File: src/rtl/ccp_wr_trk_pkg.sv
// Shared types and error-bit encoding for the CCP write-transaction tracker.
package ccp_wr_trk_pkg;

  localparam int unsigned N_ERR = 6;

  localparam int unsigned ERR_OVERFLOW    = 0;
  localparam int unsigned ERR_NO_TXN      = 1;
  localparam int unsigned ERR_LAST        = 2;
  localparam int unsigned ERR_BEAT_REPEAT = 3;
  localparam int unsigned ERR_BYTE_EN     = 4;
  localparam int unsigned ERR_HOLD        = 5;

  // Descriptor burst length is stored at a fixed maximum width; ports use the low bits.
  localparam int unsigned MaxBurstLenW = 8;

  typedef struct packed {
    logic                    full;
    logic [MaxBurstLenW-1:0] burst_len;
    logic                    bypass;
  } wr_desc_t;

  function automatic wr_desc_t make_desc(input logic                    full,
                                         input logic [MaxBurstLenW-1:0] burst_len,
                                         input logic                    bypass);
    wr_desc_t d;
    d.full      = full;
    d.burst_len = burst_len;
    d.bypass    = bypass;
    return d;
  endfunction

endpackage

File: src/rtl/ccp_wr_txn_tracker_if.sv
// Op-push and per-port write-data bundle observed by the tracker, plus its status outputs.
interface ccp_wr_txn_tracker_if #(
  parameter int unsigned N_WR_PORTS  = 2,
  parameter int unsigned BURST_LEN_W = 2,
  parameter int unsigned DATA_W      = 128
) ();

  localparam int unsigned PORT_W    = (N_WR_PORTS > 1) ? $clog2(N_WR_PORTS) : 1;
  localparam int unsigned BYTE_EN_W = DATA_W / 8;
  localparam int unsigned ErrW      = N_WR_PORTS * ccp_wr_trk_pkg::N_ERR;

  logic                              op_push;
  logic [PORT_W-1:0]                 op_port_sel;
  logic                              op_full;
  logic [BURST_LEN_W-1:0]            op_burst_len;
  logic                              op_bypass;
  logic [N_WR_PORTS-1:0]             wr_valid;
  logic [N_WR_PORTS-1:0]             wr_ready;
  logic [N_WR_PORTS-1:0]             wr_last;
  logic [N_WR_PORTS*BURST_LEN_W-1:0] wr_beat_num;
  logic [N_WR_PORTS*BYTE_EN_W-1:0]   wr_byte_en;
  logic [N_WR_PORTS*DATA_W-1:0]      wr_data;
  logic [N_WR_PORTS-1:0]             q_empty;
  logic [N_WR_PORTS-1:0]             q_full;
  logic [N_WR_PORTS-1:0]             exp_last;
  logic [N_WR_PORTS-1:0]             exp_full_be;
  logic [N_WR_PORTS-1:0]             head_bypass;
  logic [ErrW-1:0]                   err;
  logic                              err_any;

  modport master (
    output op_push, op_port_sel, op_full, op_burst_len, op_bypass,
    output wr_valid, wr_ready, wr_last, wr_beat_num, wr_byte_en, wr_data,
    input  q_empty, q_full, exp_last, exp_full_be, head_bypass, err, err_any
  );

  modport slave (
    input  op_push, op_port_sel, op_full, op_burst_len, op_bypass,
    input  wr_valid, wr_ready, wr_last, wr_beat_num, wr_byte_en, wr_data,
    output q_empty, q_full, exp_last, exp_full_be, head_bypass, err, err_any
  );

endinterface

File: src/rtl/ccp_wr_trk_port.sv
// One write port: descriptor FIFO with fall-through head, beat tracking, stall capture and
// sticky protocol-error flags.
module ccp_wr_trk_port
  import ccp_wr_trk_pkg::*;
#(
  parameter int unsigned Q_DEPTH     = 4,
  parameter int unsigned BURST_LEN_W = 2,
  parameter int unsigned DATA_W      = 128,
  parameter int unsigned BYTE_EN_W   = DATA_W / 8
) (
  input  logic                   clk_i,
  input  logic                   reset_i,
  input  logic                   push_i,
  input  wr_desc_t               desc_i,
  input  logic                   wr_valid_i,
  input  logic                   wr_ready_i,
  input  logic                   wr_last_i,
  input  logic [BURST_LEN_W-1:0] wr_beat_num_i,
  input  logic [BYTE_EN_W-1:0]   wr_byte_en_i,
  input  logic [DATA_W-1:0]      wr_data_i,
  output logic                   q_empty_o,
  output logic                   q_full_o,
  output logic                   exp_last_o,
  output logic                   exp_full_be_o,
  output logic                   head_bypass_o,
  output logic [N_ERR-1:0]       err_o
);

  localparam int unsigned PtrW     = $clog2(Q_DEPTH);
  localparam int unsigned CntW     = PtrW + 1;
  localparam int unsigned BurstLen = 2 ** BURST_LEN_W;

  wr_desc_t               mem_q [Q_DEPTH];
  logic [PtrW-1:0]        wr_ptr_q, rd_ptr_q;
  logic [CntW-1:0]        cnt_q;
  logic [BURST_LEN_W-1:0] beat_cnt_q;
  logic [BurstLen-1:0]    bitmap_q;
  logic                   stall_q;
  logic [DATA_W-1:0]      cap_data_q;
  logic [BYTE_EN_W-1:0]   cap_be_q;
  logic [BURST_LEN_W-1:0] cap_num_q;
  logic                   cap_last_q;
  logic [N_ERR-1:0]       err_q, err_d;

  wr_desc_t head;
  logic     empty, full, head_avail, hs, pop, push_acc, overflow, hold_diff;

  always_comb begin
    empty      = (cnt_q == '0);
    full       = (cnt_q == CntW'(Q_DEPTH));
    head_avail = ~empty | push_i;
    // Empty FIFO with a push this cycle exposes the incoming descriptor directly.
    head       = empty ? desc_i : mem_q[rd_ptr_q];
    hs         = wr_valid_i & wr_ready_i;
    pop        = hs & wr_last_i & head_avail;
    push_acc   = push_i & (~full | pop);
    overflow   = push_i & full & ~pop;

    q_empty_o     = empty;
    q_full_o      = full;
    exp_last_o    = head_avail & (MaxBurstLenW'(beat_cnt_q) == head.burst_len);
    exp_full_be_o = head_avail & head.full;
    head_bypass_o = head_avail & head.bypass;

    hold_diff = (wr_data_i != cap_data_q) | (wr_byte_en_i != cap_be_q) |
                (wr_beat_num_i != cap_num_q) | (wr_last_i != cap_last_q);

    err_d                  = err_q;
    err_d[ERR_OVERFLOW]    = err_q[ERR_OVERFLOW] | overflow;
    err_d[ERR_NO_TXN]      = err_q[ERR_NO_TXN] | (wr_valid_i & ~head_avail);
    err_d[ERR_LAST]        = err_q[ERR_LAST] |
                             (wr_valid_i & head_avail & (wr_last_i != exp_last_o));
    err_d[ERR_BEAT_REPEAT] = err_q[ERR_BEAT_REPEAT] | (hs & bitmap_q[wr_beat_num_i]);
    err_d[ERR_BYTE_EN]     = err_q[ERR_BYTE_EN] |
                             (wr_valid_i & exp_full_be_o & ~&wr_byte_en_i);
    err_d[ERR_HOLD]        = err_q[ERR_HOLD] | (stall_q & (~wr_valid_i | hold_diff));
  end

  assign err_o = err_q;

  always_ff @(posedge clk_i or posedge reset_i) begin
    if (reset_i) begin
      for (int i = 0; i < Q_DEPTH; i++) mem_q[i] <= '0;
      wr_ptr_q   <= '0;
      rd_ptr_q   <= '0;
      cnt_q      <= '0;
      beat_cnt_q <= '0;
      bitmap_q   <= '0;
      stall_q    <= 1'b0;
      cap_data_q <= '0;
      cap_be_q   <= '0;
      cap_num_q  <= '0;
      cap_last_q <= 1'b0;
      err_q      <= '0;
    end else begin
      // A fall-through push+pop writes and consumes the same slot, leaving the count at zero.
      if (push_acc) begin
        mem_q[wr_ptr_q] <= desc_i;
        wr_ptr_q        <= wr_ptr_q + 1'b1;
      end
      if (pop) rd_ptr_q <= rd_ptr_q + 1'b1;
      cnt_q <= cnt_q + CntW'(push_acc) - CntW'(pop);

      if (pop) begin
        beat_cnt_q <= '0;
        bitmap_q   <= '0;
      end else if (hs) begin
        beat_cnt_q              <= beat_cnt_q + 1'b1;
        bitmap_q[wr_beat_num_i] <= 1'b1;
      end

      stall_q <= wr_valid_i & ~wr_ready_i;
      if (wr_valid_i) begin
        cap_data_q <= wr_data_i;
        cap_be_q   <= wr_byte_en_i;
        cap_num_q  <= wr_beat_num_i;
        cap_last_q <= wr_last_i;
      end

      err_q <= err_d;
    end
  end

endmodule

File: src/rtl/ccp_wr_txn_tracker.sv
// Multi-port CCP write-transaction tracker: decodes op pushes to per-port trackers and
// aggregates their sticky error flags.
module ccp_wr_txn_tracker
  import ccp_wr_trk_pkg::*;
#(
  parameter int unsigned N_WR_PORTS  = 2,
  parameter int unsigned Q_DEPTH     = 4,
  parameter int unsigned BURST_LEN_W = 2,
  parameter int unsigned DATA_W      = 128
) (
  input logic                 clk_i,
  input logic                 reset_i,
  ccp_wr_txn_tracker_if.slave bus
);

  localparam int unsigned PORT_W    = (N_WR_PORTS > 1) ? $clog2(N_WR_PORTS) : 1;
  localparam int unsigned BYTE_EN_W = DATA_W / 8;

  wr_desc_t                      op_desc;
  logic [N_WR_PORTS-1:0]         push;
  logic [N_WR_PORTS-1:0]         q_empty, q_full, exp_last, exp_full_be, head_bypass;
  logic [N_WR_PORTS*N_ERR-1:0]   err;
  logic                          err_any_q;

  assign op_desc = make_desc(bus.op_full, MaxBurstLenW'(bus.op_burst_len), bus.op_bypass);

  for (genvar p = 0; p < N_WR_PORTS; p++) begin : g_port
    assign push[p] = bus.op_push & (bus.op_port_sel == PORT_W'(p));

    ccp_wr_trk_port #(
      .Q_DEPTH    (Q_DEPTH),
      .BURST_LEN_W(BURST_LEN_W),
      .DATA_W     (DATA_W),
      .BYTE_EN_W  (BYTE_EN_W)
    ) u_port (
      .clk_i        (clk_i),
      .reset_i      (reset_i),
      .push_i       (push[p]),
      .desc_i       (op_desc),
      .wr_valid_i   (bus.wr_valid[p]),
      .wr_ready_i   (bus.wr_ready[p]),
      .wr_last_i    (bus.wr_last[p]),
      .wr_beat_num_i(bus.wr_beat_num[p*BURST_LEN_W +: BURST_LEN_W]),
      .wr_byte_en_i (bus.wr_byte_en[p*BYTE_EN_W +: BYTE_EN_W]),
      .wr_data_i    (bus.wr_data[p*DATA_W +: DATA_W]),
      .q_empty_o    (q_empty[p]),
      .q_full_o     (q_full[p]),
      .exp_last_o   (exp_last[p]),
      .exp_full_be_o(exp_full_be[p]),
      .head_bypass_o(head_bypass[p]),
      .err_o        (err[p*N_ERR +: N_ERR])
    );
  end

  always_ff @(posedge clk_i or posedge reset_i) begin
    if (reset_i) err_any_q <= 1'b0;
    else         err_any_q <= |err;
  end

  assign bus.q_empty     = q_empty;
  assign bus.q_full      = q_full;
  assign bus.exp_last    = exp_last;
  assign bus.exp_full_be = exp_full_be;
  assign bus.head_bypass = head_bypass;
  assign bus.err         = err;
  assign bus.err_any     = err_any_q;

endmodule

File: src/flat_wrapper.sv
// flat-port wrapper written by rule: the top's interface ports become plain ports
module ccp_wr_txn_tracker_flat import ccp_wr_trk_pkg::*;
#(
  parameter int unsigned N_WR_PORTS  = 2,
  parameter int unsigned Q_DEPTH     = 4,
  parameter int unsigned BURST_LEN_W = 2,
  parameter int unsigned DATA_W      = 128
)
  (clk_i, reset_i, bus_op_push, bus_op_port_sel, bus_op_full, bus_op_burst_len, bus_op_bypass, bus_wr_valid, bus_wr_ready, bus_wr_last, bus_wr_beat_num, bus_wr_byte_en, bus_wr_data, bus_q_empty, bus_q_full, bus_exp_last, bus_exp_full_be, bus_head_bypass, bus_err, bus_err_any);
  ccp_wr_txn_tracker_if #(.N_WR_PORTS(N_WR_PORTS), .BURST_LEN_W(BURST_LEN_W), .DATA_W(DATA_W)) bus_i ();
  input logic clk_i;
  input logic reset_i;
  input wire logic [$bits(bus_i.op_push)-1:0] bus_op_push;
  input wire logic [$bits(bus_i.op_port_sel)-1:0] bus_op_port_sel;
  input wire logic [$bits(bus_i.op_full)-1:0] bus_op_full;
  input wire logic [$bits(bus_i.op_burst_len)-1:0] bus_op_burst_len;
  input wire logic [$bits(bus_i.op_bypass)-1:0] bus_op_bypass;
  input wire logic [$bits(bus_i.wr_valid)-1:0] bus_wr_valid;
  input wire logic [$bits(bus_i.wr_ready)-1:0] bus_wr_ready;
  input wire logic [$bits(bus_i.wr_last)-1:0] bus_wr_last;
  input wire logic [$bits(bus_i.wr_beat_num)-1:0] bus_wr_beat_num;
  input wire logic [$bits(bus_i.wr_byte_en)-1:0] bus_wr_byte_en;
  input wire logic [$bits(bus_i.wr_data)-1:0] bus_wr_data;
  output wire logic [$bits(bus_i.q_empty)-1:0] bus_q_empty;
  output wire logic [$bits(bus_i.q_full)-1:0] bus_q_full;
  output wire logic [$bits(bus_i.exp_last)-1:0] bus_exp_last;
  output wire logic [$bits(bus_i.exp_full_be)-1:0] bus_exp_full_be;
  output wire logic [$bits(bus_i.head_bypass)-1:0] bus_head_bypass;
  output wire logic [$bits(bus_i.err)-1:0] bus_err;
  output wire logic [$bits(bus_i.err_any)-1:0] bus_err_any;
  assign bus_i.op_push = bus_op_push;
  assign bus_i.op_port_sel = bus_op_port_sel;
  assign bus_i.op_full = bus_op_full;
  assign bus_i.op_burst_len = bus_op_burst_len;
  assign bus_i.op_bypass = bus_op_bypass;
  assign bus_i.wr_valid = bus_wr_valid;
  assign bus_i.wr_ready = bus_wr_ready;
  assign bus_i.wr_last = bus_wr_last;
  assign bus_i.wr_beat_num = bus_wr_beat_num;
  assign bus_i.wr_byte_en = bus_wr_byte_en;
  assign bus_i.wr_data = bus_wr_data;
  assign bus_q_empty = bus_i.q_empty;
  assign bus_q_full = bus_i.q_full;
  assign bus_exp_last = bus_i.exp_last;
  assign bus_exp_full_be = bus_i.exp_full_be;
  assign bus_head_bypass = bus_i.head_bypass;
  assign bus_err = bus_i.err;
  assign bus_err_any = bus_i.err_any;
  ccp_wr_txn_tracker #(.N_WR_PORTS(N_WR_PORTS), .Q_DEPTH(Q_DEPTH), .BURST_LEN_W(BURST_LEN_W), .DATA_W(DATA_W)) u_core (.clk_i(clk_i), .reset_i(reset_i), .bus(bus_i));
endmodule
File: config.mk
export PLATFORM = sky130hd
export DESIGN_NAME = ccp_wr_txn_tracker_flat
export DESIGN_NICKNAME = d
export VERILOG_FILES = /design/src/rtl/ccp_wr_trk_pkg.sv /design/src/rtl/ccp_wr_txn_tracker_if.sv /design/src/rtl/ccp_wr_trk_port.sv /design/src/rtl/ccp_wr_txn_tracker.sv /design/src/flat_wrapper.sv
export SDC_FILE = /design/constraint.sdc
export NUM_CORES = 1
export LEC_CHECK = 0
export CAP_MARGIN = 40
export CORE_MARGIN = 2
export CORE_UTILIZATION = 50
export DETAILED_ROUTE_END_ITERATION = 10
export PLACE_DENSITY = 0.77
export RECOVER_POWER = 50
export SLEW_MARGIN = 20
export SYNTH_ARGS = -nofsm -noshare
export SYNTH_HDL_FRONTEND = slang
export SYNTH_SLANG_ARGS = --single-unit
File: constraint.sdc
create_clock -name clk_i -period 17.65 [get_ports clk_i]
set_input_delay 1.765 -clock clk_i [delete_from_list [all_inputs] [get_ports clk_i]]
set_output_delay 1.765 -clock clk_i [all_outputs]
set_load 0.01 [all_outputs]
==> impl_metrics.env, run 1 <==
export IMPL_finalCritPeriodShare_pct=44.59
export IMPL_maxSlewViolCount=442
export IMPL_cts_setup_buffers=0
export IMPL_fin_crit_ns=7.869
export IMPL_grt_pass1_wl_um=75350
export IMPL_route_vias_total=13320
export IMPL_fin_skew_ns=0.01438
export IMPL_drtIter0Drc=846
export IMPL_p_leak_nw=9.593
export IMPL_peakVddDrop_uv=88.32
export IMPL_synthArstFlopShare_pct=100.0
export IMPL_power_density_nw_per_um2=108.5
export IMPL_design_die_area_um2=37460
export IMPL_startpoint="reset_i"
export IMPL_cts_resized=0
export IMPL_critPathLaunchType="input port"
export IMPL_wl_um=48590
export IMPL_grt_overflow=0
export IMPL_timing_final_ws_setup_ns=9.781
export IMPL_whs_ns=0.4915
export IMPL_rsz0062_at_grt="no"
export IMPL_synth_seq_cells=367
export IMPL_viasPerCell=5.601
export IMPL_critPathKind="input port to async pin"
export IMPL_max_clock_freq_ghz=0.1271
export IMPL_io_buffers=328
export IMPL_r2r_end="u_core.g_port[1].u_port.cnt_q[2]"
export IMPL_tightest_slew_ns=5.336
export IMPL_synth_warnings=0
export IMPL_syn_cell_area_um2=17960
export IMPL_crit_path_end_kind="async pin"
export IMPL_maxCapViolCount=7
export IMPL_reg2reg_depth=9
export IMPL_reg2reg_from="u_core.g_port[1].u_port.cnt_q[1]"
export IMPL_antenna_found_initial=9
export IMPL_cts_buffers=41
export IMPL_dp_hpwl_um=36540
export IMPL_cts_buffer_depth=3
export IMPL_final_core_util_pct=64.83
export IMPL_hp_class="flop to flop"
export IMPL_cts_tree="yes"
export IMPL_grtUsageTotal_pct=25.64
export IMPL_failed_checks="max-capacitance violations, max-slew violations"
export IMPL_dpl_worst_slack_ns=12.02
export IMPL_critPathArrivalTime_ns=7.23
export IMPL_path_max_fanout=99
export IMPL_netlist_instances=1562
export IMPL_grt_max_degree=119
export IMPL_setup_viol=0
export IMPL_outcome="complete, but fails checks"
export IMPL_antenna_left=0
export IMPL_path_clk_slew_ns=0.06
export IMPL_die_x_um=193.5
export IMPL_synth_edff_count=0
export IMPL_required_ns=17.01
export IMPL_grt_pass1_vias=13770
export IMPL_post_route_drc_count=0
export IMPL_clockRootBuffer="clkbuf_16"
export IMPL_ys_seq_area_share_pct=51.12
export IMPL_fin_setup_tns_ns=0
export IMPL_synthFlopType="dfrtp_1"
export IMPL_coreArea_um2=35480
export IMPL_gp_congestion=0.9256
export IMPL_r2r_slack_ns=14.88
export IMPL_areaGrowthSynthToFinish_pct=28.06
export IMPL_wl_per_cell_um=20.42
export IMPL_die_h_um=193.5
export IMPL_final_hold_violation_count=0
export IMPL_h_tree_depth=2
export IMPL_start_util_pct=50.63
export IMPL_cp_endpoint="u_core.g_port[1].u_port.cap_data_q[125]"
export IMPL_final_layout_size_suffix_gt1_share_pct=16.81
export IMPL_clock_latency_ns=0.54
export IMPL_num_rows=69
export IMPL_cts_num_sinks=367
export IMPL_synth_area_per_cell_um2=11.50
export IMPL_synth_cell_type_count=48
export IMPL_relSlewSlack_pct=-255.7
export IMPL_firstDrtPassIters=5
export IMPL_nNetsFinal=2203
export IMPL_ios=329
export IMPL_syn_nets=1880
export IMPL_holdBufCountCts=0
-- layout make-up --
cell class / count / area [um2]
Sequential cell: 367 / 9184
Inverter: 136 / 511.7
Timing Repair Buffer: 342 / 3426
Clock inverter: 13 / 156.4
Tap cell: 461 / 576.8
Fill cell: 2710 / 12480
Antenna cell: 2 / 5.005
Multi-Input combinational cell: 997 / 7974
Clock buffer: 61 / 1171
-- critical path, cell delays in order --
cell,delay [ns]
dlygate4sd3_1,0.55
clkinvlp_2,1.02
clkbuf_1,3.77
-- sequential cells by signal, summed over array words and instances (netlist names) --
name,flops
u_core.g_port.u_port.cap_data_q,256
u_core.g_port.u_port.cap_be_q,32
u_core.g_port.u_port.mem_q,32
u_core.g_port.u_port.err_o,12
u_core.g_port.u_port.bitmap_q,8
u_core.g_port.u_port.cnt_q,6
u_core.g_port.u_port.beat_cnt_q,4
u_core.g_port.u_port.cap_num_q,4
u_core.g_port.u_port.rd_ptr_q,4
u_core.g_port.u_port.wr_ptr_q,4
u_core.g_port.u_port.cap_last_q,2
u_core.g_port.u_port.stall_q,2
u_core.bus.err_any,1
-- worst min path at each step --
stage	start	endpoint	slack, ns	cells past startpoint
global placement	u_core.g_port[0].u_port.cnt_q[2]	u_core.g_port[0].u_port.cnt_q[2]	0.47	1
CTS	u_core.g_port[0].u_port.mem_q[11]	u_core.g_port[0].u_port.mem_q[11]	0.50	1
finish	u_core.g_port[0].u_port.mem_q[11]	u_core.g_port[0].u_port.mem_q[11]	0.49	1
global route	u_core.g_port[0].u_port.err_o[1]	u_core.g_port[0].u_port.err_o[1]	0.51	1
floorplan	u_core.g_port[0].u_port.cnt_q[2]	u_core.g_port[0].u_port.cnt_q[2]	0.45	1
detailed placement	u_core.g_port[0].u_port.mem_q[19]	u_core.g_port[0].u_port.mem_q[19]	0.48	1
-- report_power, final --
| part | internal (mW) | leakage [nW] | total [mW] | switching, mW |
|---|---|---|---|---|
| Clock | 0.504 | 0.647 | 0.851 | 0.346 |
| Combinational | 0.321 | 4.63 | 0.577 | 0.255 |
| Sequential | 0.974 | 4.32 | 1.07 | 0.0947 |
| Total | 1.80 | 9.59 | 2.50 | 0.696 |
-- layer usage --
layer	GRT usage, %	up-vias	part of all wire (%)
met4	10.97	10	4.3
met1	31.15	6547	39
met5	0	-	0.14
met2	42.20	504	48
met3	8.089	123	8.8
li1	-	6140	-
-- per-stage QoR --
stage / cells / area [um2] / total power, mW
global placement: 2294 / 21580 / 1.618
floorplan: 1562 / 17960 / 1.441
global route: 2377 / 23000 / 2.611
detailed placement: 2302 / 21740 / 1.652
CTS: 2376 / 23070 / 2.511
finish: 2379 / 23000 / 2.496
-- logic make-up (layout without fill, tap and decap cells) --
group,after synthesis,after routing,synth area share [%]
flip-flops,367,367,51.12
XOR/XNOR,164,164,7.996
AND/OR/NAND/NOR,326,326,9.424
AO/OA/AOI/OAI,233,233,8.999
adder cells (fa/ha/maj),12,12,0.9194
buffers and inverters,198,552,4.486
other,0,2,0
multiplexers,262,262,17.05
-- cell usage after synthesis, types with 27 or more instances --
cell type | instances | area share (%)
clkbuf_1 | 37 | 0.77
dfrtp_1 | 367 | 51
inv_1 | 134 | 2.8
mux2_2 | 236 | 15
nand2_1 | 111 | 2.3
nand2b_1 | 36 | 1.3
nand4_1 | 39 | 1.4
nor2_1 | 27 | 0.56
nor2b_1 | 45 | 1.6
nor4_1 | 41 | 1.4
o21ai_0 | 81 | 2.3
o22ai_1 | 44 | 1.5
xnor2_1 | 87 | 4.2
xor2_1 | 77 | 3.8
-- cells in the final DEF, fill, tap and decap left out, drive strengths merged, types with 3 or more instances in the layout --
master         Yosys  layout
a21o               5       5
nand2            111     111
clkinvlp           0       3
nor4              41      41
inv              136     138
mux4              10      10
bufinv             0       3
nand4             39      39
a221oi            16      16
clkinv             0       5
dfrtp            367     367
o21ai             81      81
ha                10      10
nor2b             45      45
mux2             252     252
o2111ai           12      12
a22o              16      16
nand3              9       9
dlygate4sd3        0       7
nor3               5       5
a31o               5       5
clkdlybuf4s50      0     319
clkbuf            37      69
nand2b            36      36
a2111o            10      10
a2111oi           14      14
a21oi              8       8
o22ai             44      44
xnor2             87      87
or4                3       3
o2bb2ai           12      12
xor2              77      77
buf               25       7
a31oi              5       5
nor2              27      27
(Power assumes the default switching activity.)
==> run 2: changes to the inputs <==
==> constraint.sdc (replaced) <==
create_clock -name clk_i -period 7.7 [get_ports clk_i]
set_input_delay 0.77 -clock clk_i [delete_from_list [all_inputs] [get_ports clk_i]]
set_output_delay 0.77 -clock clk_i [all_outputs]
set_load 0.01 [all_outputs]
==> run 2 against run 1 <==
Final cell count decreased by 0.13%. Critical endpoint is now u_core.g_port[1].u_port.cap_data_q[8]. Global-route usage decreased by 0.17 points. Setup slack got worse by 7.1 ns. The flow still finishes with violations (max-capacitance violations, max-slew violations). Critical path depth unchanged. Non-clock buffer count unchanged. Flip-flop and latch count unchanged. Clock skew decreased by 0.0065 ns. Highest routed layer unchanged. Clock power increased by 130%.
==> impl_metrics.env, run 2 (synthesized netlist as in run 1, its figures left out) <==
export IMPL_outcome="complete, but fails checks"
export IMPL_failed_checks="max-capacitance violations, max-slew violations"
export IMPL_num_rows=69
export IMPL_required_ns=7.97
export IMPL_power_density_nw_per_um2=246.6
export IMPL_die_h_um=193.5
export IMPL_holdBufCountCts=0
export IMPL_drtIter0Drc=798
export IMPL_path_max_fanout=69
export IMPL_clockRootBuffer="clkbuf_16"
export IMPL_clock_latency_ns=0.53
export IMPL_dp_hpwl_um=36420
export IMPL_switching_share_pct=27.60
export IMPL_route_vias_total=13180
export IMPL_top_layer_used="met5"
export IMPL_peakVddDrop_uv=178.9
export IMPL_coreArea_um2=35480
export IMPL_met3_wirelength_um=4417
export IMPL_final_hold_violation_count=0
export IMPL_firstDrtPassIters=5
export IMPL_pwr_share_clk_pct=33.8
export IMPL_critPathLaunchType="input port"
export IMPL_hp_class="flop to flop"
export IMPL_final_layout_size_suffix_gt1_share_pct=16.62
export IMPL_maxCapViolCount=7
export IMPL_start_util_pct=50.63
export IMPL_multi_input_area_um2=7974
export IMPL_maxSlewViolCount=396
export IMPL_top_register="u_core.g_port.u_port.cap_data_q"
export IMPL_cts_tree="yes"
export IMPL_cts_num_sinks=367
export IMPL_io_buffers=328
export IMPL_grt_pass1_vias=13590
export IMPL_cts_setup_buffers=0
export IMPL_tightest_slew_ns=3.144
export IMPL_critPathArrivalTime_ns=5.27
export IMPL_finalCritPeriodShare_pct=65.04
export IMPL_grtUsageTotal_pct=25.47
export IMPL_post_route_drc_count=0
export IMPL_die_x_um=193.5
export IMPL_antenna_left=0
export IMPL_cts_buffers=41
export IMPL_areaGrowthSynthToFinish_pct=27.83
export IMPL_viasPerCell=5.546
export IMPL_wl_um=48220
export IMPL_crit_path_end_kind="flop"
export IMPL_max_clock_freq_ghz=0.1997
export IMPL_met1_length_um=18620
export IMPL_setup_viol=0
export IMPL_largest_reg_flops=256
export IMPL_power_switching_mw=1.563
export IMPL_ios=329
export IMPL_design_die_area_um2=37460
export IMPL_p_comb_share_pct=23.0
export IMPL_critPathKind="input port to flop"
export IMPL_fin_area_um2=22960
export IMPL_top_regs="u_core.g_port.u_port.cap_data_q: 256 flops, u_core.g_port.u_port.cap_be_q: 32 flops, u_core.g_port.u_port.mem_q: 32 flops"
export IMPL_cts_resized=0
export IMPL_path_clk_slew_ns=0.06
export IMPL_h_tree_depth=2
export IMPL_antenna_found_initial=12
export IMPL_nNetsFinal=2203
export IMPL_seq_area_um2=9184
export IMPL_nFillCells=2760
export IMPL_grt_overflow=0
export IMPL_met2_wirelength_um=23020
export IMPL_fin_skew_ns=0.007897
export IMPL_power_frac_seq_pct=43.2
export IMPL_fin_crit_ns=5.008
export IMPL_final_cell_mix="dfrtp_1 (367), clkdlybuf4s50_1 (309), mux2_2 (234)"
export IMPL_dpl_cell_area_um2=21660
export IMPL_grt_pass1_wl_um=75030
export IMPL_cts_buffer_depth=3
export IMPL_layout_commonest_cell="dfrtp_1"
export IMPL_wl_per_cell_um=20.30
export IMPL_power_total_mw=5.663
export IMPL_power_internal_mw=4.100
export IMPL_fin_setup_tns_ns=0
export IMPL_relSlewSlack_pct=-109.6
export IMPL_p_leak_nw=9.605
export IMPL_rsz0062_at_grt="no"
export IMPL_gp_congestion=0.9611
export IMPL_grt_max_degree=164
==> run 2: cell count changes in the layout (fill, tap and decap cells not counted), sizes merged <==
cell	change
clkinv	+2
clkinvlp	-2
inv	-2
bufinv	-2
dlygate4sd3	+10
buf	-2
clkdlybuf4s15	-1
clkbuf	+3
dlymetal6s2s	+1
clkdlybuf4s50	-10
==> run 2: layout make-up <==
class	instances	share of cell area, %
tap	461	2.512
antenna	2	0.02180
timing repair buffer	342	14.78
inverter	136	2.240
sequential	367	40.00
clock buffer	62	5.389
multi-input combinational	997	34.73
clock inverter	9	0.3378
==> run 2: power by group through the flow <==
stage | logic [mW] | clock network [mW] | registers [mW]
global placement | 1.26 | 0 | 2.45
CTS | 1.31 | 1.95 | 2.44
detailed placement | 1.31 | 0 | 2.47
global route | 1.42 | 2.04 | 2.48
floorplan | 0.895 | 0 | 2.41
finish | 1.30 | 1.92 | 2.44
==> run 2: worst paths after layout <==
check                                                 start                                endpoint  slack (ns)  depth (start not counted)
hold / removal             u_core.g_port[0].u_port.cnt_q[2]        u_core.g_port[0].u_port.cnt_q[2]        0.48                          1
max in group asynchronous                           reset_i       u_core.g_port[1].u_port.mem_q[31]        2.81                          5
setup / recovery                            bus_wr_valid[1]   u_core.g_port[1].u_port.cap_data_q[8]        2.69                          3
setup reg to reg           u_core.g_port[0].u_port.cnt_q[1]        u_core.g_port[0].u_port.cnt_q[2]        4.96                         10
hold reg to reg            u_core.g_port[0].u_port.cnt_q[2]        u_core.g_port[0].u_port.cnt_q[2]        0.48                          1
min in group asynchronous                           reset_i  u_core.g_port[0].u_port.cap_data_q[28]        0.97                          3
==> run 2: critical path: stages <==
cell and delay (ns):
clkbuf_1 1.81, clkbuf_1 2.21, o21ai_0 0.42
==> run 2: per-layer routing <==
metal	vias to the layer above	track usage (%)
li1	6130	-
met1	6416	30.86
met2	487	41.84
met3	126	8.386
met4	18	10.72
met5	-	0
==> run 2: through the flow <==
step                std cells  setup WS, ns  utilization [%]  hold slack [ns]
detailed placement       2300         4.044            61.04           0.4707
global route             2375         1.987            64.71           0.5041
CTS                      2371         4.044            64.75           0.4827
finish                   2376         2.692            64.71           0.4830
floorplan                1562         2.006                -           0.4535
global placement         2297         4.037            60.89           0.4692
==> patch 1 (settings of run 2) <==
`Q_DEPTH` is set to 4 in 3 places; all go to 8.
--- a/src/rtl/ccp_wr_trk_port.sv
+++ b/src/rtl/ccp_wr_trk_port.sv
@@ -4,5 +4,5 @@
   import ccp_wr_trk_pkg::*;
 #(
-  parameter int unsigned Q_DEPTH     = 4,
+  parameter int unsigned Q_DEPTH     = 8,
   parameter int unsigned BURST_LEN_W = 2,
   parameter int unsigned DATA_W      = 128,
--- a/src/rtl/ccp_wr_txn_tracker.sv
+++ b/src/rtl/ccp_wr_txn_tracker.sv
@@ -5,5 +5,5 @@
 #(
   parameter int unsigned N_WR_PORTS  = 2,
-  parameter int unsigned Q_DEPTH     = 4,
+  parameter int unsigned Q_DEPTH     = 8,
   parameter int unsigned BURST_LEN_W = 2,
   parameter int unsigned DATA_W      = 128
--- a/src/flat_wrapper.sv
+++ b/src/flat_wrapper.sv
@@ -3,5 +3,5 @@
 #(
   parameter int unsigned N_WR_PORTS  = 2,
-  parameter int unsigned Q_DEPTH     = 4,
+  parameter int unsigned Q_DEPTH     = 8,
   parameter int unsigned BURST_LEN_W = 2,
   parameter int unsigned DATA_W      = 128
Function: no difference found for any inputs over 4 cycles, from zero or initial values and one cycle with reset_i high; that may be too few to reach the edited logic, so the function may still have changed.
==> patch 1 against run 2 <==
- the flow still finishes with violations (capacitance limit, slew limit)
- hold slack got worse by 33 ps
- power increased by 17%
- wire length increased by 8.4%
- final area increased by 9.1%
- worst setup slack got worse by 410 ps
- count of clock-buffer cells in the layout increased by 4
- global-route usage decreased by 0.14 points
- area after synthesis increased by 10%
- sequential cell count increased by 38
- die area increased by 10%
- critical path type unchanged
- largest cell class unchanged
- largest power group unchanged
==> patch 1: results (changes against run 2) <==
[outcome]
status = finished, violations left  ; unchanged
violations = capacitance limit, slew limit  ; unchanged

[clock_network]
cts_buffers = 44  ; was 41
clkLatencyLatePin_ps = 570  ; was 530 ps

[cells_and_area]
drive_above_1_share = 0.186  ; was 0.166
top_regs = u_core.g_port.u_port.cap_data_q x256, u_core.g_port.u_port.mem_q x64, u_core.g_port.u_port.cap_be_q x32  ; was u_core.g_port.u_port.cap_data_q x256, u_core.g_port.u_port.cap_be_q x32, u_core.g_port.u_port.mem_q x32
nets = 2332  ; was 2203
fill_cells = 3069  ; was 2760

[synth]
synth_common_cells = dfrtp_1 (405), mux2_2 (276), inv_1 (157), nand2_1 (119), xor2_1 (103)  ; was dfrtp_1 (367), mux2_2 (236), inv_1 (134), nand2_1 (111), xnor2_1 (87)
syn_nets = 2021  ; was 1880
yosysSeqAreaShare = 0.511  ; about the same
yosysUniqueCellTypes = 55  ; was 48

[min_path]
min_from = u_core.g_port[0].u_port.stall_q  ; was u_core.g_port[0].u_port.cnt_q[2]
holdPathEnd = u_core.g_port[0].u_port.err_o[5]  ; was u_core.g_port[0].u_port.cnt_q[2]

[placement]
dp_slack_ps = 3940  ; was 4040 ps
gp_congestion = 0.912  ; was 0.961

[route]
drt_iter0_markers = 1051  ; was 798
met1Wirelength_um = 21800  ; was 18600 um
vias_per_cell = 5.54  ; was 5.55
wl_met2_um = 25100  ; was 23000 um

[worst_setup_path]
r2r_start = u_core.g_port[1].u_port.cnt_q[2]  ; was u_core.g_port[0].u_port.cnt_q[1]
cp_max_fo = 83  ; was 69
cp.arrival_ps = 5720  ; was 5270 ps
reg2reg_to = u_core.g_port[1].u_port.mem_q[20]  ; was u_core.g_port[0].u_port.cnt_q[2]

[global_routing]
grt_use_met3 = 0.0562  ; was 0.0839
grt_max_degree = 190  ; was 164
met2_usage = 0.412  ; was 0.418
first_global_vias = 14500  ; was 13600
antenna_found_initial = 10  ; was 12

[sta]
slew_violations = 356  ; was 396
relSlewSlack = -1.17  ; was -1.10

[pwr]
p_leak_nw = 10.6  ; was 9.61 nW
ir_drop_mv = 0.232  ; was 0.179 mV

[run]
maxCapViolCount = 6  ; was 7

[patch 1: how the worst max path moves through the flow]
stage / depth (start not counted) / end / startpoint / slack (ps)
2_1_floorplan: 1 / u_core.bus.err_any / reset_i / 1470
3_3_place_gp: 7 / bus_exp_last[0] / bus_op_push / 3950
3_5_place_dp: 7 / bus_exp_last[0] / bus_op_push / 3940
4_1_cts: 6 / bus_exp_last[0] / u_core.g_port[0].u_port.rd_ptr_q[0] / 3520
5_1_grt: 3 / u_core.g_port[1].u_port.cap_data_q[31] / bus_wr_valid[1] / 1750
6_report: 3 / u_core.g_port[1].u_port.cap_data_q[4] / bus_wr_valid[1] / 2280
[patch 1: final cells by class]
type	count	share of cell area
timing repair buffer	340	0.136
sequential	405	0.405
clock inverter	14	0.00664
clock buffer	66	0.0533
multi-input combinational	1061	0.349
tap	518	0.0259
antenna	8	0.000799
inverter	158	0.0237
[patch 1: logic make-up after synthesis]
| kind of cell | count (synthesis) | share of synthesized area |
|---|---|---|
| flops | 405 | 0.511 |
| simple gates | 318 | 0.0843 |
| mux | 300 | 0.183 |
| compound gates | 264 | 0.0909 |
| buf+inv | 233 | 0.0486 |
| xor+xnor | 163 | 0.0720 |
| fa+ha+maj | 16 | 0.0108 |
[patch 1: through the flow]
step,area [um2],utilization,instances,total power [mW]
6_report,25100,0.644,2570,6.65
2_1_floorplan,19800,-,1699,3.95
3_3_place_gp,23500,0.604,2479,4.42
5_1_grt,25100,0.644,2570,7.00
3_5_place_dp,23500,0.605,2481,4.51
4_1_cts,25000,0.643,2561,6.72
[patch 1: where the power goes]
group          switching (mW)  total, mW  internal [mW]
Sequential              0.317       2.85           2.53
Clock                   0.872       2.17           1.30
Combinational           0.690       1.63          0.942
[patch 1: critical path: stages]
cell      delay [ps]
clkbuf_1        2050
clkbuf_1        2410
o21ai_0          410
==> patch 2 (flow settings as in run 2) <==
Made on the original files. Reset style: synchronous (`reset_i`), changed in 2 clocked blocks.
--- a/src/rtl/ccp_wr_trk_port.sv
+++ b/src/rtl/ccp_wr_trk_port.sv
@@ -79,5 +79,5 @@
   assign err_o = err_q;
 
-  always_ff @(posedge clk_i or posedge reset_i) begin
+  always_ff @(posedge clk_i) begin
     if (reset_i) begin
       for (int i = 0; i < Q_DEPTH; i++) mem_q[i] <= '0;
--- a/src/rtl/ccp_wr_txn_tracker.sv
+++ b/src/rtl/ccp_wr_txn_tracker.sv
@@ -53,5 +53,5 @@
   end
 
-  always_ff @(posedge clk_i or posedge reset_i) begin
+  always_ff @(posedge clk_i) begin
     if (reset_i) err_any_q <= 1'b0;
     else         err_any_q <= |err;
Behaviour: differs if reset_i is asserted again (counterexample within 4 cycles, from zero or initial values and one cycle with reset_i high); with reset_i held inactive, the same outputs for 4 cycles.
==> patch 2 against run 2 <==
- the run still ends with capacitance limit, slew limit left
- via count is 6.0% higher
- worst setup slack improved by 84 ps
- combinational power decreased by 36%
- power fell by 14%
- sequential cell count rose by 4
- wire length is 1.5% lower
- area after synthesis shrank 3.2%
- final area decreased by 3.2%
- largest power group unchanged
- highest routed layer unchanged
==> patch 2: results (changes against run 2) <==
[cells_and_area]
multi_input_cells = 1240  ; was 997
nets = 2430  ; was 2203
nNonClkBuffers = 340  ; was 342
fill_cells = 2795  ; was 2760
nClkBuffers = 66  ; was 62
clock_area_frac = 0.0584  ; was 0.0573
nNonClkInverters = 126  ; was 136
regArea_mm2 = 0.00775  ; was 0.00918 mm2

[min_path]
holdPathEnd = u_core.g_port[0].u_port.bitmap_q[3]  ; was u_core.g_port[0].u_port.cnt_q[2]
hold_depth = 2  ; was 1
min_from = u_core.g_port[0].u_port.bitmap_q[3]  ; was u_core.g_port[0].u_port.cnt_q[2]

[global_routing]
first_global_vias = 13800  ; was 13600
grt_max_degree = 74  ; was 164
grtUsageMet1 = 0.300  ; was 0.309
met2_usage = 0.443  ; was 0.418
grt_pass1_wl_um = 72300  ; was 75000 um
grtUsageTotal = 0.254  ; was 0.255

[worst_setup_path]
reg2reg_to = u_core.g_port[0].u_port.cnt_q[2]  ; unchanged
reg2reg_slack_ps = 5100  ; was 4960 ps
cp.arrival_ps = 5180  ; was 5270 ps

[run]
maxCapViolCount = 2  ; was 7

[outcome]
violations = capacitance limit, slew limit  ; unchanged
status = finished, violations left  ; unchanged

[pwr]
p_leak_nw = 9.33  ; was 9.61 nW
ir_drop_mv = 0.231  ; was 0.179 mV

[synth]
yosysUniqueCellTypes = 51  ; was 48
synth_common_cells = nor2_1 (357), dfxtp_1 (339), mux2i_1 (295), inv_1 (126), xnor2_1 (112)  ; was dfrtp_1 (367), mux2_2 (236), inv_1 (134), nand2_1 (111), xnor2_1 (87)
synth_edf_count = 32  ; was 0

[placement]
place_inst = 2532  ; was 2300
gp_congestion = 0.894  ; was 0.961

[sta]
skew_ps = 15.6  ; was 7.90 ps
slew_violations = 118  ; was 396
relSlewSlack = -1.21  ; was -1.10

[clock_network]
clkLatencyLatePin_ps = 550  ; was 530 ps

[route]
wl_um = 47500  ; was 48200 um

-- patch 2: per-layer routing --
layer  vias up  share of wire  routed length, um
li1       6835              -                  -
met2       458           0.48              22600
met1      6572           0.40              19200
met5         -         0.0012                 55
met3        92          0.085               4040
met4         8          0.032               1540
-- patch 2: through the flow --
step                cell area, um2  hold slack, ps   util
global route                 22200             506  0.647
floorplan                    17400             431      -
global placement             20900             445  0.608
detailed placement           21000             466  0.610
finish                       22200             477  0.647
CTS                          22300             480  0.647
-- patch 2: cell families (layout without fill, tap and decap cells) --
group                      after synthesis  in the layout  share of synthesized area
AOI/OAI and AO/OA                      147            147                     0.0641
xor gates and xnor gates               188            188                     0.0947
adders and majority gates                4              4                    0.00374
muxes                                  305            305                      0.183
other                                    0              1                          0
DFF                                    371            371                      0.446
buffers and inverters                  216            541                     0.0505
and+or+nand+nor                        596            596                      0.158
-- patch 2: worst max path at each step --
stage | start | end | slack (ps)
floorplan | bus_wr_valid[0] | u_core.g_port[0].u_port.cnt_q[2] | 5270
global placement | bus_op_burst_len[1] | bus_exp_last[0] | 3870
detailed placement | bus_op_burst_len[1] | bus_exp_last[0] | 3840
CTS | bus_op_burst_len[1] | bus_exp_last[0] | 3830
global route | reset_i | u_core.g_port[1].u_port.mem_q[0][1] | 2420
finish | reset_i | u_core.g_port[1].u_port.mem_q[0][2] | 2780
-- patch 2: where the power goes --
part	internal [mW]	total (mW)	leakage, nW	switching [mW]
Sequential	2.07	2.16	3.13	0.0880
Clock	1.10	1.89	0.643	0.789
Combinational	0.431	0.829	5.56	0.398
Total	3.61	4.88	9.33	1.28
